### src/rtl/bzmusic_play_sched.sv
// Buzzer music playback scheduler: picks a song partition, fetches note
// words, times notes and gaps against tick, and drives the tone PWM.
// Ports: clk, rstn (async, active-high); play/pause/stop/next_req pulses,
// song_sel, loop_en, tick; rom_addr/rom_rd/rom_data to the note ROM;
// tune_code/tune_en to the PWM; song_idx, busy, paused, song_done status.
module bzmusic_play_sched #(
  parameter int ADDR_W    = 8,
  parameter int SONG_W    = 2,
  parameter int NOTE_W    = 5,
  parameter int DUR_W     = 4,
  parameter int GAP_TICKS = 1,
  parameter int ROM_LAT   = 1
) (
  input  logic                    clk,
  input  logic                    rstn,
  input  logic                    play_req,
  input  logic                    pause_req,
  input  logic                    stop_req,
  input  logic                    next_req,
  input  logic [SONG_W-1:0]       song_sel,
  input  logic                    loop_en,
  input  logic                    tick,
  output logic [ADDR_W-1:0]       rom_addr,
  output logic                    rom_rd,
  input  logic [NOTE_W+DUR_W-1:0] rom_data,
  output logic [NOTE_W-1:0]       tune_code,
  output logic                    tune_en,
  output logic [SONG_W-1:0]       song_idx,
  output logic                    busy,
  output logic                    paused,
  output logic                    song_done
);

  localparam int OFS_W = ADDR_W - SONG_W;
  localparam int GAP_W = (GAP_TICKS > 1) ? $clog2(GAP_TICKS) : 1;
  localparam int GAP_M1 = (GAP_TICKS > 0) ? GAP_TICKS - 1 : 0;
  localparam logic [GAP_W-1:0] GAP_LAST = GAP_W'(GAP_M1);
  localparam logic [1:0] LAT_LAST = 2'(ROM_LAT - 1);

  typedef enum logic [2:0] {
    S_IDLE,
    S_FETCH,
    S_WAIT,
    S_DECODE,
    S_PLAY,
    S_GAP,
    S_ADV,
    S_PAUSE
  } state_t;

  state_t state, state_d;
  state_t ret_state, ret_d;

  logic [ADDR_W-1:0]       addr_d;
  logic [NOTE_W-1:0]       code_d;
  logic                    en_d;
  logic [SONG_W-1:0]       song_d;
  logic                    done_d;
  logic                    rd_d;
  logic                    busy_d;
  logic                    paused_d;
  logic [DUR_W-1:0]        dur_cnt, dur_d;
  logic [GAP_W-1:0]        gap_cnt, gap_d;
  logic [1:0]              lat_cnt, lat_d;
  logic [NOTE_W+DUR_W-1:0] data_q, data_d;
  logic                    pend, pend_d;
  logic                    end_hit;

  logic [NOTE_W-1:0] note_q;
  logic [DUR_W-1:0]  dur_q;
  logic [SONG_W-1:0] song_nxt;

  assign note_q   = data_q[NOTE_W+DUR_W-1:DUR_W];
  assign dur_q    = data_q[DUR_W-1:0];
  assign song_nxt = song_idx + SONG_W'(1);

  function automatic logic [ADDR_W-1:0] base_of(
    input logic [SONG_W-1:0] s
  );
    return {s, {OFS_W{1'b0}}};
  endfunction

  always_ff @(posedge clk or posedge rstn) begin
    if (rstn) begin
      state     <= S_IDLE;
      ret_state <= S_IDLE;
      rom_addr  <= '0;
      rom_rd    <= 1'b0;
      tune_code <= '0;
      tune_en   <= 1'b0;
      song_idx  <= '0;
      busy      <= 1'b0;
      paused    <= 1'b0;
      song_done <= 1'b0;
      dur_cnt   <= '0;
      gap_cnt   <= '0;
      lat_cnt   <= '0;
      data_q    <= '0;
      pend      <= 1'b0;
    end else begin
      state     <= state_d;
      ret_state <= ret_d;
      rom_addr  <= addr_d;
      rom_rd    <= rd_d;
      tune_code <= code_d;
      tune_en   <= en_d;
      song_idx  <= song_d;
      busy      <= busy_d;
      paused    <= paused_d;
      song_done <= done_d;
      dur_cnt   <= dur_d;
      gap_cnt   <= gap_d;
      lat_cnt   <= lat_d;
      data_q    <= data_d;
      pend      <= pend_d;
    end
  end

  always_comb begin
    state_d = state;
    ret_d   = ret_state;
    addr_d  = rom_addr;
    code_d  = tune_code;
    en_d    = tune_en;
    song_d  = song_idx;
    done_d  = 1'b0;
    dur_d   = dur_cnt;
    gap_d   = gap_cnt;
    lat_d   = lat_cnt;
    data_d  = data_q;
    pend_d  = pend;
    end_hit = 1'b0;

    unique case (state)
      S_IDLE: begin
        if (play_req) begin
          song_d  = song_sel;
          addr_d  = base_of(song_sel);
          pend_d  = 1'b0;
          state_d = S_FETCH;
        end
      end
      S_FETCH: begin
        if (pause_req) pend_d = 1'b1;
        lat_d   = '0;
        state_d = S_WAIT;
      end
      S_WAIT: begin
        if (pause_req) pend_d = 1'b1;
        // ROM word is valid ROM_LAT cycles after the read strobe
        if (lat_cnt == LAT_LAST) begin
          data_d  = rom_data;
          state_d = S_DECODE;
        end else begin
          lat_d = lat_cnt + 2'd1;
        end
      end
      S_DECODE: begin
        if (pause_req) pend_d = 1'b1;
        if (dur_q == '0) begin
          end_hit = 1'b1;
        end else begin
          code_d = note_q;
          dur_d  = dur_q;
          gap_d  = '0;
          // a deferred pause lands the moment the note would start
          if (pend || pause_req) begin
            en_d    = 1'b0;
            pend_d  = 1'b0;
            ret_d   = S_PLAY;
            state_d = S_PAUSE;
          end else begin
            en_d    = (note_q != '0);
            state_d = S_PLAY;
          end
        end
      end
      S_PLAY: begin
        if (pause_req) begin
          en_d    = 1'b0;
          ret_d   = S_PLAY;
          state_d = S_PAUSE;
        end else if (tick) begin
          dur_d = dur_cnt - DUR_W'(1);
          if (dur_cnt == DUR_W'(1)) begin
            en_d    = 1'b0;
            gap_d   = '0;
            state_d = (GAP_TICKS > 0) ? S_GAP : S_ADV;
          end
        end
      end
      S_GAP: begin
        if (pause_req) begin
          en_d    = 1'b0;
          ret_d   = S_GAP;
          state_d = S_PAUSE;
        end else if (tick) begin
          if (gap_cnt == GAP_LAST) begin
            state_d = S_ADV;
          end else begin
            gap_d = gap_cnt + GAP_W'(1);
          end
        end
      end
      S_ADV: begin
        if (pause_req) pend_d = 1'b1;
        // last word of the partition acts as an implicit end marker
        if (&rom_addr[OFS_W-1:0]) begin
          end_hit = 1'b1;
        end else begin
          addr_d  = rom_addr + ADDR_W'(1);
          state_d = S_FETCH;
        end
      end
      S_PAUSE: begin
        if (play_req) begin
          state_d = ret_state;
          en_d    = (ret_state == S_PLAY) && (tune_code != '0);
        end
      end
    endcase

    if (end_hit) begin
      if (loop_en) begin
        addr_d  = base_of(song_idx);
        state_d = S_FETCH;
      end else begin
        done_d  = 1'b1;
        en_d    = 1'b0;
        pend_d  = 1'b0;
        state_d = S_IDLE;
      end
    end

    // stop outranks next; both outrank whatever the state decided
    if (stop_req) begin
      song_d  = song_idx;
      addr_d  = rom_addr;
      en_d    = 1'b0;
      pend_d  = 1'b0;
      done_d  = 1'b0;
      state_d = S_IDLE;
    end else if (next_req && (state != S_IDLE)) begin
      song_d  = song_nxt;
      addr_d  = base_of(song_nxt);
      en_d    = 1'b0;
      pend_d  = 1'b0;
      done_d  = 1'b0;
      state_d = S_FETCH;
    end

    rd_d     = (state_d == S_FETCH);
    busy_d   = (state_d != S_IDLE);
    paused_d = (state_d == S_PAUSE);
  end

endmodule
### config.mk
export PLATFORM = sky130hd
export DESIGN_NAME = bzmusic_play_sched
export DESIGN_NICKNAME = d
export VERILOG_FILES = /design/src/rtl/bzmusic_play_sched.sv
export SDC_FILE = /design/constraint.sdc
export NUM_CORES = 1
export LEC_CHECK = 0
export BUFFER_PORTS_ARGS = -buffer_cell sky130_fd_sc_hd__buf_2
export CAP_MARGIN = 20
export CORE_UTILIZATION = 58
export CTS_BUF_LIST = sky130_fd_sc_hd__clkbuf_8
export DETAILED_ROUTE_END_ITERATION = 7
export PLACE_DENSITY_LB_ADDON = 0.1
export SLEW_MARGIN = 20
export SYNTH_ARGS = -nofsm -noshare
export SYNTH_HDL_FRONTEND = slang
export SYNTH_SLANG_ARGS = --single-unit
### constraint.sdc
create_clock -name clk -period 2.2 [get_ports clk]
set_input_delay 0.44 -clock clk [delete_from_list [all_inputs] [get_ports clk]]
set_output_delay 0.44 -clock clk [all_outputs]
set_load 0.01 [all_outputs]
==> results.md, run 1 <==
Clock network:
- Clock tree synthesis selected as its root buffer the cell sky130_fd_sc_hd__clkbuf_8.
- The clock insertion delay at the later pin of the skew report is about 0.29 ns.
- The clock tree synthesis step divided the H-tree into 2 levels.
- The TritonCTS buffer count is 5.
- TritonCTS built the clock tree.
- Clock-pin slew was measured on the worst setup and hold paths at 0.08 ns.
- The clock passes through at most 2 buffers.
- After clock tree synthesis, the setup repair step added 0 buffers.
- The number of clock sinks is 41.
- The post-CTS resize count is 0.
- The number of buffers inserted for hold repair after clock tree synthesis is 0.

Floorplanning:
- The cell row count is 22.
- Measured along the y axis, the die boundary spans 66.3 µm.
- The floorplan step defined a die boundary enclosing 4390 µm².
- The area of the core is 3800 µm².
- The starting utilization of the core area is 63.0%.
- The die is about 66 µm wide.
- The number of top-level design ports is 39.

STA:
- Of the available clock period, the critical path in the final layout requires 92.7%.
- Across all setup checks in the final design, the least slack found is approximately 0.16 ns.
- The clock tree skew after final layout is 0.00852 ns.
- Setup repair after global routing left no endpoint under its margin.
- The total count of max-transition violations in the final report was 0.
- The setup TNS is 0 ns.
- The clock period could shrink to 2.04 ns.
- The final-layout worst hold slack is about 0.26 ns.
- Measured against its own limit, the worst slew margin works out to 64.1%.
- The maximum clock rate is slightly below 500 MHz.
- The final-report setup violation count is 0.
- The actual slew at the worst max-slew pin is 0.535 ns.
- The final hold violation count is 0.

Setup path:
- The delay contributed by the slowest stage of the critical path is 0.44 ns.
- The critical path is of the register to register type.
- Walking the worst path, the cells encountered are ha_2 -> and3_1 -> a31oi_2 -> or3b_1 -> o311ai_4 -> nand3_1.
- The slack of the worst reg-to-reg path is 0.16 ns.
- Together, buffers and inverters on the worst path number 0.
- The data required time of the worst path is around 2.4 ns.
- The kind of end point of the critical path is a register.
- The worst register-to-register path begins at rom_addr[1].
- Along the worst path, the maximum fanout reaches 6.
- The kind of cell with the highest combined delay along the critical path is simple AND/OR/NAND/NOR gates.
- The terminus of the critical flop-to-flop path is busy.
- The worst setup path is launched from a register.
- The number of cells on the worst reg-to-reg path is 6.
- The critical-path cell with the highest stage delay is sky130_fd_sc_hd__or3b_1.
- Data arrives at the worst endpoint at 2.20 ns.

Placement:
- The global placer's final weighted congestion is 0.908.
- Summing all placed instances gives a cell area of 2670 µm².
- Port buffering added 38 buffers.
- The HPWL after detailed placement is approximately 3800 µm.
- The pre-CTS setup slack is around 0.13 ns.

Synth:
- The synthesized area is 2390 µm².
- The number of nets in the synthesized netlist is 271.
- Yosys mapped a number of flops with a built-in enable equal to 0.
- The share of async-settable or async-resettable flops after synthesis is 100%.
- Among all flip-flop cells after synthesis, the most frequent one is sky130_fd_sc_hd__dfrtp_1.
- The netlist uses between 60 and 70 different library cells.
- The flop and latch count out of synthesis is about 40.
- The yosys synthesis warning count is 0.
- In the synthesized netlist, the number of instances is between 200 and 250.
- Each instance of the synthesized netlist takes up on average 9.66 µm².
- The share of the yosys chip area belonging to registers is a little over two fifths.

Global route:
- The largest net degree at the start of global routing is 42.
- The initial antenna violation count was 0.
- The residual overflow from global routing is 0.
- The first global-routing pass estimated a little over 9000 µm of wire.
- The via count of the first global-routing pass is ~2000.
- The total global routing track utilization is 27.2%.

Run:
- The tool flagged a number of max-cap violations equal to 0.

Status:
- The flow ran to the end, and the final reports show no timing, DRC or antenna violations.

Finish:
- The count of fill cells added during filler insertion is 294.
- The multi-input gate area in the final layout is 1270 µm².
- The net count of the finished layout is 317.
- In the final layout, flip-flops and latches occupy 1030 µm².
- Cells with a size suffix above 1 make up 28.1% of the layout.
- With fillers left out, the area of the finished cells amounts to about 2800 µm².
- Relative to the synthesized area, the layout overhead comes to 17.0%.
- The number of antenna diodes in the final layout is 0.

Routing:
- The first TritonRoute pass finished after 4 iterations.
- For this block, the initial DRC count from the detailed router was 203.
- The number of DRC violations after detailed routing is 0.
- The final routed wire length divided by cell count is 15.2 µm.
- The total wire length after detailed routing is 5210 µm.
- The final antenna-violating net count is 0.
- Detailed routing inserted a total of 2118 vias.
- The mean number of vias per cell is 6.17.

Power:
- The static leakage power is 1.26 nW.
- For this design the ratio of total power to cell area is 866 nW/µm².
- IR analysis of the VDD net gives a maximum drop of 549 µV.

Min path:
- The min-delay analysis places its worst path in the category input port to async pin.
synth_stat cells (4+ instances only):
| cell type | n | share of area [%] |
|---|---|---|
| sky130_fd_sc_hd__nand2b_1 | 9 | 2.4 |
| sky130_fd_sc_hd__nand4_1 | 6 | 1.6 |
| sky130_fd_sc_hd__dfrtp_1 | 41 | 43 |
| sky130_fd_sc_hd__o21ai_0 | 13 | 2.7 |
| sky130_fd_sc_hd__a41oi_1 | 4 | 1.5 |
| sky130_fd_sc_hd__nor2_1 | 11 | 1.7 |
| sky130_fd_sc_hd__mux2_2 | 14 | 6.6 |
| sky130_fd_sc_hd__nand2_1 | 23 | 3.6 |
| sky130_fd_sc_hd__nor3_1 | 6 | 1.3 |
| sky130_fd_sc_hd__a21oi_1 | 16 | 3.3 |
| sky130_fd_sc_hd__ha_1 | 4 | 2.1 |
| sky130_fd_sc_hd__inv_1 | 13 | 2.0 |
| sky130_fd_sc_hd__nand3_1 | 10 | 2.1 |
stage by stage:
step           std cells  power, W  util (%)
6_report             343   0.00243      73.7
3_5_place_dp         335   0.00182      70.4
5_1_grt              343   0.00259      73.7
3_3_place_gp         335   0.00180      70.4
4_1_cts              343   0.00244      73.5
2_1_floorplan        248   0.00159         -
tightest hold or removal path: cells and delay by family:
kind | cells | cell delay [ns]
buffers and inverters | 3 | 0.57
state kept, by name, indices dropped and copies added (netlist names), 2 cells and up:
signal,cells
ret_state,2
rom_addr,8
tune_code,5
song_idx,2
data_q,9
dur_cnt,4
lat_cnt,2
state,3
logic make-up (layout without fill, tap and decap cells):
group                    count (synthesis)  after routing  synth area share, %
buffers and inverters                   24             71                 4.60
AO/OA/AOI/OAI                           68             68                 20.3
adder cells (fa/ha/maj)                  4              4                 2.09
XOR/XNOR                                 1              1                0.366
flip-flops                              41             41                 42.8
multiplexers                            16             16                 7.42
AND/OR/NAND/NOR                         94             94                 22.4
worst max path at each step:
| stage | from | end | cells past startpoint |
|---|---|---|---|
| floorplan | rom_addr[0] | busy | 6 |
| global placement | rom_addr[1] | busy | 6 |
| detailed placement | rom_addr[1] | busy | 6 |
| CTS | rom_addr[1] | busy | 6 |
| global route | rom_addr[1] | busy | 6 |
| finish | rom_addr[1] | busy | 6 |
cells in the final DEF, fill, tap and decap left out, drive strengths merged, types with 5 or more instances in the layout:
cell type  netlist  routed
a21oi           16      16
a31oi            5       5
buf              7      50
clkbuf           4       6
dfrtp           41      41
inv             13      14
mux2            14      14
nand2           23      23
nand2b           9       9
nand3           10      10
nand4            6       6
nor2            12      12
nor3             8       8
o21ai           16      16
power by group:
part | total, W | internal [W] | switching, W
registers | 0.00112 | 0.000944 | 0.000176
logic | 0.000687 | 0.000357 | 0.000330
clock network | 0.000620 | 0.000365 | 0.000254
total | 0.00243 | 0.00167 | 0.000760
layer usage:
layer  routed length, µm  vias up  GRT usage [%]  part of all wire, %
met4                  62        0           9.31                  1.2
li1                    -     1019              -                    -
met5                   0        -              0                    0
met2                2520       62           44.5                   48
met3                 246        6           6.21                  4.7
met1                2390     1031           35.5                   46
area by class of cell:
cell class	instances	share of cell area, %
clock buffer	6	2.95
tap	48	2.14
timing repair buffer	50	10.0
clock inverter	2	1.21
sequential	41	36.7
inverter	13	1.74
multi-input combinational	183	45.3
No activity file was read; power rests on OpenSTA's default activity.
==> run 2: changes to the inputs <==
- RECOVER_POWER: default -> 25
==> results.md, run 2 (same netlist as run 1, synthesis figures left out) <==
Power:
- The design internal power came to 0.00166 W (was 0.00167 W).
- The proportion of power drawn by combinational gates came to 28.3% (about the same).
- The static leakage power came to 1.26 nW (about the same).
- The fraction of power spent switching nets was 31.3% (about the same).
- The clock group share of total power is 25.6% (about the same).
- The net switching power of the design is 0.000760 W (about the same).
- The worst voltage drop across the vdd grid came to 549 µV (about the same).
- The sequential fraction of design power is 46.2% (was 46.1%).
- The total power divided by cell area was 866 nW/µm² (about the same).

Setup path:
- The data arrival time of the worst path came to 2.20 ns (about the same).
- The delay contributed by the slowest stage of the critical path is 0.44 ns (about the same).
- The beginning of the worst register-to-register path is rom_addr[1] (unchanged).
- The family of cells with the greatest summed delay on the critical path is simple AND/OR/NAND/NOR gates (unchanged).
- The number of cells on the critical path is 6 (unchanged).
- The terminus of the critical flop-to-flop path is busy (unchanged).
- The critical path buffer and inverter count was 0 (unchanged).
- The critical-path cell with the highest stage delay is sky130_fd_sc_hd__or3b_1 (unchanged).
- The largest fanout on the critical path is 6 (unchanged).
- Critical path cell sequence: ha_2 -> and3_1 -> a31oi_2 -> or3b_1 -> o311ai_4 -> nand3_1 (unchanged).
- The slack of the worst reg-to-reg path was 0.16 ns (about the same).
- The kind of end point of the critical path is a register (unchanged).
- The data required time of the worst path is 2.36 ns (about the same).
- The startpoint-to-endpoint class of the critical path is register to register (unchanged).
- The kind of launch point of the worst setup path was a register (unchanged).
- The number of cells on the worst reg-to-reg path is 6 (unchanged).

Placement:
- The total placed cells including tap cells came to 335 (unchanged).
- The detailed-placement wirelength estimate is 3800 µm (unchanged).
- The instance area after placement is 2670 µm² (unchanged).
- The number of input and output port buffers inserted is 38 (unchanged).
- The global placer's final weighted congestion is 0.908 (unchanged).

Global route:
- The residual overflow from global routing is 0 (unchanged).
- The via count of the first global-routing pass is 2023 (unchanged).
- The largest net degree at the start of global routing is 42 (unchanged).
- The wire length of the first global-routing pass is 9090 µm (unchanged).
- The total global routing track utilization is 27.2% (unchanged).
- The initial antenna violation count was 0 (unchanged).

Floorplanning:
- The die outline width came to 66.3 µm (unchanged).
- The die area is 4390 µm² (unchanged).
- The cell row count came to 22 (unchanged).
- The height of the die is 66.3 µm (unchanged).
- The number of top-level design ports was 39 (unchanged).
- The area of the core is 3800 µm² (unchanged).
- The starting utilization of the core area came to 63.0% (unchanged).

Finish:
- Leading cell types in the layout, fill and taps excluded: sky130_fd_sc_hd__dfrtp_1, sky130_fd_sc_hd__buf_2, sky130_fd_sc_hd__nand2_1 (unchanged).
- The final non-filler cell total is 343 (unchanged).
- The final-stage net count came to 317 (unchanged).
- The fraction of layout instances using a drive strength above 1 is 28.1% (unchanged).
- The layout-stage area growth over the synthesis result is 16.9% (was 17.0%).
- The number of antenna repair diodes is 0 (unchanged).
- The number of flip-flops under the largest register name is 9 (unchanged).
- The summed area of non-filler cells in the final layout is 2800 µm² (about the same).
- The most common library cell in the layout ignoring fill and taps is sky130_fd_sc_hd__dfrtp_1 (unchanged).
- Largest registers: data_q x9, rom_addr x8, tune_code x5 (unchanged).
- The largest register by flop count is data_q (unchanged).

Routing:
- The final routed wire length divided by cell count is 15.2 µm (unchanged).
- The overall via count from detail_route came to 2120 (was 2118).
- The total wire length after detailed routing is 5210 µm (unchanged).
- The number of DRC violations after detailed routing is 0 (unchanged).
- The first-iteration detailed-routing DRC count is 202 (was 203).
- The detailed-router iteration count before antenna repair is 4 (unchanged).
- The final antenna-violating net count came to 0 (unchanged).
- The mean number of vias per cell is 6.18 (was 6.17).

Clock network:
- The number of buffers inserted for hold repair after clock tree synthesis is 0 (unchanged).
- The clock-pin transition on the worst setup and hold timing paths came to 0.08 ns (about the same).
- The worst-case clock buffer depth is 2 (unchanged).
- The clock insertion delay at the later pin of the skew report is 0.29 ns (about the same).
- The number of clock sinks was 41 (unchanged).
- The level count of the clock H-tree is 2 (unchanged).
- The cell at the root of the clock tree is sky130_fd_sc_hd__clkbuf_8 (unchanged).
- The post-CTS resize count is 0 (unchanged).
- The clock tree from TritonCTS is built (unchanged).
- The number of post-CTS setup repair buffers is 0 (unchanged).
- The TritonCTS buffer count is 5 (unchanged).

Min path:
- The worst-case hold path end point is data_q[5].
- The class of the tightest hold or removal check was input port to register (was input port to async pin).
- In this run the most critical hold path is launched from rom_data[5].
- The worst hold path passes through 2 cells.

STA:
- The final hold violation count is 0 (unchanged).
- The setup TNS is 0 ns (unchanged).
- The actual slew at the worst max-slew pin is 1.02 ns (was 0.535 ns).
- The minimum period implied by the final worst setup slack is 2.04 ns (about the same).
- The clock tree skew after final layout is 0.00855 ns (was 0.00852 ns).
- Setup repair after global routing missed its margin: false (unchanged).
- The final worst-path cycle share is 92.7% (about the same).
- The remaining max-slew budget at the tightest pin is 32.2% (was 64.1%).
- The final-report setup violation count was 0 (unchanged).
- The maximum clock rate is 490 MHz (about the same).
- The total count of max-transition violations in the final report was 0 (unchanged).

Status:
- Result of the run: completed (unchanged).

Run:
- The total of max-cap violations is 0 (unchanged).
run 2: how the worst max path moves through the flow:
stage | from | endpoint | slack [ns]
floorplan | rom_addr[0] | busy | 0.23
CTS | rom_addr[1] | busy | 0.11
finish | rom_addr[1] | busy | 0.16
global placement | rom_addr[1] | busy | 0.19
global route | rom_addr[1] | busy | 0.03
detailed placement | rom_addr[1] | busy | 0.13
run 2: through the flow:
stage | hold WS [ns] | total power (W) | setup WS, ns | utilization (%)
detailed placement | 0.501 | 0.00182 | 0.128 | 70.4
global route | 0.375 | 0.00259 | 0.0341 | 73.7
CTS | 0.275 | 0.00244 | 0.109 | 73.5
floorplan | 0.449 | 0.00159 | 0.227 | -
finish | 0.377 | 0.00243 | 0.160 | 73.7
global placement | 0.496 | 0.00180 | 0.187 | 70.4
run 2: layer usage:
| layer | track usage [%] | part of all wire (%) | routed length, µm | up-vias |
|---|---|---|---|---|
| met4 | 9.31 | 1.2 | 62 | 0 |
| met3 | 6.21 | 4.7 | 246 | 6 |
| met5 | 0 | 0 | 0 | - |
| li1 | - | - | - | 1020 |
| met1 | 35.5 | 46 | 2390 | 1032 |
| met2 | 44.5 | 48 | 2520 | 62 |
run 2: power groups by stage:
| stage | clock [W] | combinational [W] | sequential (W) |
|---|---|---|---|
| after floorplan | 0 | 0.000470 | 0.00112 |
| after global placement | 0 | 0.000674 | 0.00113 |
| after detailed placement | 0 | 0.000690 | 0.00113 |
| after CTS | 0.000630 | 0.000692 | 0.00112 |
| after global routing | 0.000666 | 0.000771 | 0.00115 |
| final | 0.000620 | 0.000686 | 0.00112 |
run 2: cell type report:
cell class | count | area, µm²
Clock buffer | 6 | 82.6
Tap cell | 48 | 60.1
Inverter | 13 | 48.8
Multi-Input combinational cell | 183 | 1270
Timing Repair Buffer | 50 | 278
Clock inverter | 2 | 33.8
Fill cell | 295 | 1000
Sequential cell | 41 | 1030
